[src/rtl/instruction_fetch_stage.sv]
// Instruction-fetch stage: owns the PC, presents it as the fetch address and
// captures {pc, pc+step, instruction} into the IF/ID register every cycle.
module instruction_fetch_stage #(
    parameter logic [31:0] RESET_PC   = 32'd64,
    parameter logic [31:0] PC_STEP    = 32'd4,
    parameter logic [31:0] FLUSH_DATA = 32'h0000_0000
) (
    input  logic        clk,
    input  logic        reset_n,
    input  logic        control_j,
    input  logic [31:0] pc_j,
    input  logic [31:0] ins_data,
    output logic [31:0] ins_addr,
    output logic [31:0] pipe_pc,
    output logic [31:0] pipe_pc4,
    output logic [31:0] pipe_data
);

    logic [31:0] pc;
    logic [31:0] pc_seq;

    // Wraps modulo 2^32 by construction of the 32-bit sum.
    assign pc_seq   = pc + PC_STEP;
    assign ins_addr = pc;

    always_ff @(posedge clk or negedge reset_n) begin
        if (!reset_n) begin
            pc        <= RESET_PC;
            pipe_pc   <= 32'd0;
            pipe_pc4  <= 32'd0;
            pipe_data <= 32'd0;
        end else begin
            pipe_pc  <= pc;
            pipe_pc4 <= pc_seq;
            // A redirect squashes the word fetched this cycle into a bubble.
            if (control_j) begin
                pipe_data <= FLUSH_DATA;
                pc        <= pc_j;
            end else begin
                pipe_data <= ins_data;
                pc        <= pc_seq;
            end
        end
    end

endmodule

[config.mk]
export PLATFORM = sky130hd
export DESIGN_NAME = instruction_fetch_stage
export DESIGN_NICKNAME = d
export VERILOG_FILES = /design/src/rtl/instruction_fetch_stage.sv
export SDC_FILE = /design/constraint.sdc
export NUM_CORES = 1
export LEC_CHECK = 0
export BUFFER_PORTS_ARGS = -buffer_cell sky130_fd_sc_hd__buf_2
export CORE_MARGIN = 5
export CORE_UTILIZATION = 43
export CTS_CLUSTER_SIZE = 28
export DETAILED_ROUTE_END_ITERATION = 12
export PLACE_DENSITY = 0.8
export SLEW_MARGIN = 20
export SYNTH_ARGS = -nofsm -noshare
export SYNTH_HDL_FRONTEND = slang
export SYNTH_SLANG_ARGS = --single-unit
[constraint.sdc]
create_clock -name clk -period 1.9 [get_ports clk]
set_input_delay 0.38 -clock clk [delete_from_list [all_inputs] [get_ports clk]]
set_output_delay 0.38 -clock clk [all_outputs]
set_load 0.05 [all_outputs]
==> impl_metrics.ini <==
[route]
wl_per_cell_um = 17.0
vias_per_cell = 5.04
drt_iter0_markers = 242
firstDrtPassIters = 5
route.vias.total = 3677
drc_errors = 0
route.antenna.remaining_nets = 0
drt-total-wl_mm = 12.4

[cells_and_area]
drive_above_1_share_pct = 56.1
layoutNonFillerInstCount = 729
num-nets-final = 647
syn2layout_area_growth_pct = 48.0
fin_area_mm2 = 0.00674

[power_and_ir_drop]
p_leak_nw = 3.25
power_mw = 8.10
intPower_mw = 5.38
p_seq_share_pct = 38.5
switching_share_pct = 33.6
combPwrFrac_pct = 23.8
ir_drop_v = 0.000551
powerDensity_mw_per_mm2 = 1200
clkPwrFrac_pct = 37.7
p_sw_mw = 2.72

[place]
gp_congestion = 0.790
dp.cells = 685
placed_area_mm2 = 0.00593
post-dp-hpwl_mm = 8.62
io_buffers = 194

[setup_path]
path_cells = nand4_1, buf_4, or4_4, buf_4, o31ai_4, a31oi_1
cpMaxStageDelayCell = dfstp_4
crit_top_cell = buf_4
cp_num_buf_inv = 2
crit_family = flip-flops
crit_arrival_ns = 2.41
path_max_fanout = 5
worst_path_largest_cell_delay_ns = 0.63
criticalPathCategory = flop to flop
crit_path_start_kind = flop
endpoint_kind = flop
cp.required_ns = 2.29

[sta]
slew_violations = 0
hold_ws_ns = 0.0781
fin_crit_sh_pct = 106
fmax_mhz = 494
tightest_slew_ns = 0.411
rsz0062_at_grt = yes
fin_crit_ns = 2.02
setup_violations = 11
max_slew_margin_pct = 72.4
finalHoldViolCount = 0
clock_skew_ns = 0.00823
fin_ws_ns = -0.123

[min_path]
holdCritPathClass = input pin to flop

[floorplan]
ios = 195
num_rows = 37
die_h_um = 113
die_area_mm2 = 0.0128
die_x_um = 113
initial_core_util_pct = 44.2
core_area_mm2 = 0.0103

[clock_network]
cts_tree = done
root_buffer = clkbuf_8
htreeDepth = 4
cts_buffers = 17
cts_buffer_depth = 2
clk_latency_ns = 0.51
clk_pin_slew_ns = 0.06
cts.sinks = 126

[synth]
async_flop_share_pct = 100
syn-num-nets = 406
syn_avg_cell_area_um2 = 13.5
synth_edf_count = 0
yosysWarnings = 0
synth_top_area_share_pct = 68.6
seq_area_frac_synth_pct = 69.2
synthCells = 338
synthFlopType = dfrtp_1
synth.distinct_cells = 45
ys_top_cells_by_area = dfrtp_1 69%, nor2b_1 4.7%, mux2_2 4.0%
yosysMostFrequentCell = dfrtp_1
ys_seq_elements = 126
synth_area_mm2 = 0.00456
post-synth-top-area-cell = dfrtp_1
synthTopCellsByCount = 125 x dfrtp_1, 34 x nor2b_1, 20 x nand2_1, 16 x mux2_2, 15 x nor2_1

[global_routing]
antenna_found_initial = 3
grt_pass1_wl_mm = 19.0
grt_pass1_vias = 3791
grt_max_degree = 58
grt-ovfl-total = 0
track_usage_pct = 19.0

[status]
outcome = finished with violations
violations = setup timing

[job]
maxCapViolations = 0
## flip-flops by register name (all words and copies together) (netlist names)
name / cells
ins_addr: 32
pipe_data: 32
pipe_pc4: 32
pipe_pc: 30
## layer usage
layer,vias to the layer above,GRT usage (%),wire length [um]
li1,1664,-,-
met1,1792,22.9,4700
met2,190,30.9,6240
met3,27,8.34,1260
met4,4,6.25,193
met5,-,0,21
## area by class of cell
class	count	area, um2
Fill cell	754	3580
Sequential cell	126	3180
Multi-Input combinational cell	189	1450
Timing Repair Buffer	238	1350
Clock buffer	22	453
Tap cell	136	170
Clock inverter	10	113
Inverter	7	26.3
Antenna cell	1	2.50
## kinds of logic (layout without fill, tap and decap cells)
kind of cell               Yosys count  after routing  synth area share, %
other                                0              1                    0
muxes                               16             16                 3.95
DFF                                126            126                 69.2
buffers and inverters               24            277                 2.58
xor gates and xnor gates            17             17                 3.27
adders and majority gates            1              1                0.274
AOI/OAI and AO/OA                   29             29                 4.47
and+or+nand+nor                    125            126                 16.3
## cell usage in the layout (no fill, tap or decap), types with 3 or more instances in the layout
| cell type | n |
|---|---|
| nor2_1 | 14 |
| o21ai_0 | 4 |
| clkinv_2 | 4 |
| nor2b_1 | 34 |
| nand2_1 | 16 |
| xor2_1 | 7 |
| or4_4 | 7 |
| xnor2_1 | 9 |
| nand3_1 | 10 |
| clkbuf_8 | 3 |
| and3_1 | 3 |
| clkbuf_1 | 3 |
| nand4_1 | 12 |
| clkbuf_16 | 16 |
| or3b_4 | 4 |
| mux2_2 | 15 |
| buf_6 | 4 |
| nand2_2 | 4 |
| o31ai_4 | 3 |
| buf_2 | 192 |
| buf_4 | 39 |
| nor3_1 | 3 |
| dfrtp_1 | 109 |
| and4_1 | 4 |
| dfrtp_2 | 16 |
| inv_1 | 6 |
| a31oi_1 | 9 |
| a221o_1 | 3 |
## what timing repair did
item                                    in CTS  in global routing
endpoints found under the setup margin       8                 25
buffers inserted                             3                  6
resized for setup                            6                 31
cloned                                       0                  1
endpoints found under the hold margin       14                  0
pin swaps                                    1                  9
hold buffers                                 1                  0
## power by group through the flow
stage	Sequential, mW	Combinational [mW]	Clock (mW)
2_1_floorplan	4.13	0.317	0
3_3_place_gp	3.14	1.87	0
3_5_place_dp	3.16	1.89	0
4_1_cts	3.11	1.90	3.11
5_1_grt	3.15	2.03	3.27
6_report	3.12	1.93	3.05
## path summary, 6_finish.rpt
path / startpoint / endpoint / slack, ns / cells past startpoint
hold reg to reg: ins_addr[1] / pipe_pc4[1] / 0.40 / 0
setup / recovery: ins_addr[6] / ins_addr[26] / -0.12 / 6
setup reg to reg: ins_addr[6] / ins_addr[26] / -0.12 / 6
hold / removal: pc_j[2] / ins_addr[2] / 0.08 / 3
min in group asynchronous: reset_n / pipe_pc4[18] / 0.28 / 2
max in group asynchronous: reset_n / ins_addr[6] / 1.03 / 3
## through the flow
stage	setup TNS, ns	utilization, %	setup slack (ns)
final	-0.769	65.3	-0.123
after global routing	-1.82	65.3	-0.201
after CTS	-0.264	63.4	-0.0683
after detailed placement	-0.283	57.5	-0.0847
after global placement	-0.120	57.5	-0.0436
after floorplan	-2.46	-	-0.222
## tightest hold or removal path, stage by stage
cell	delay, ns
buf_2	0.07
nand2_1	0.04
o21ai_0	0.06
(Power assumes the default switching activity.)
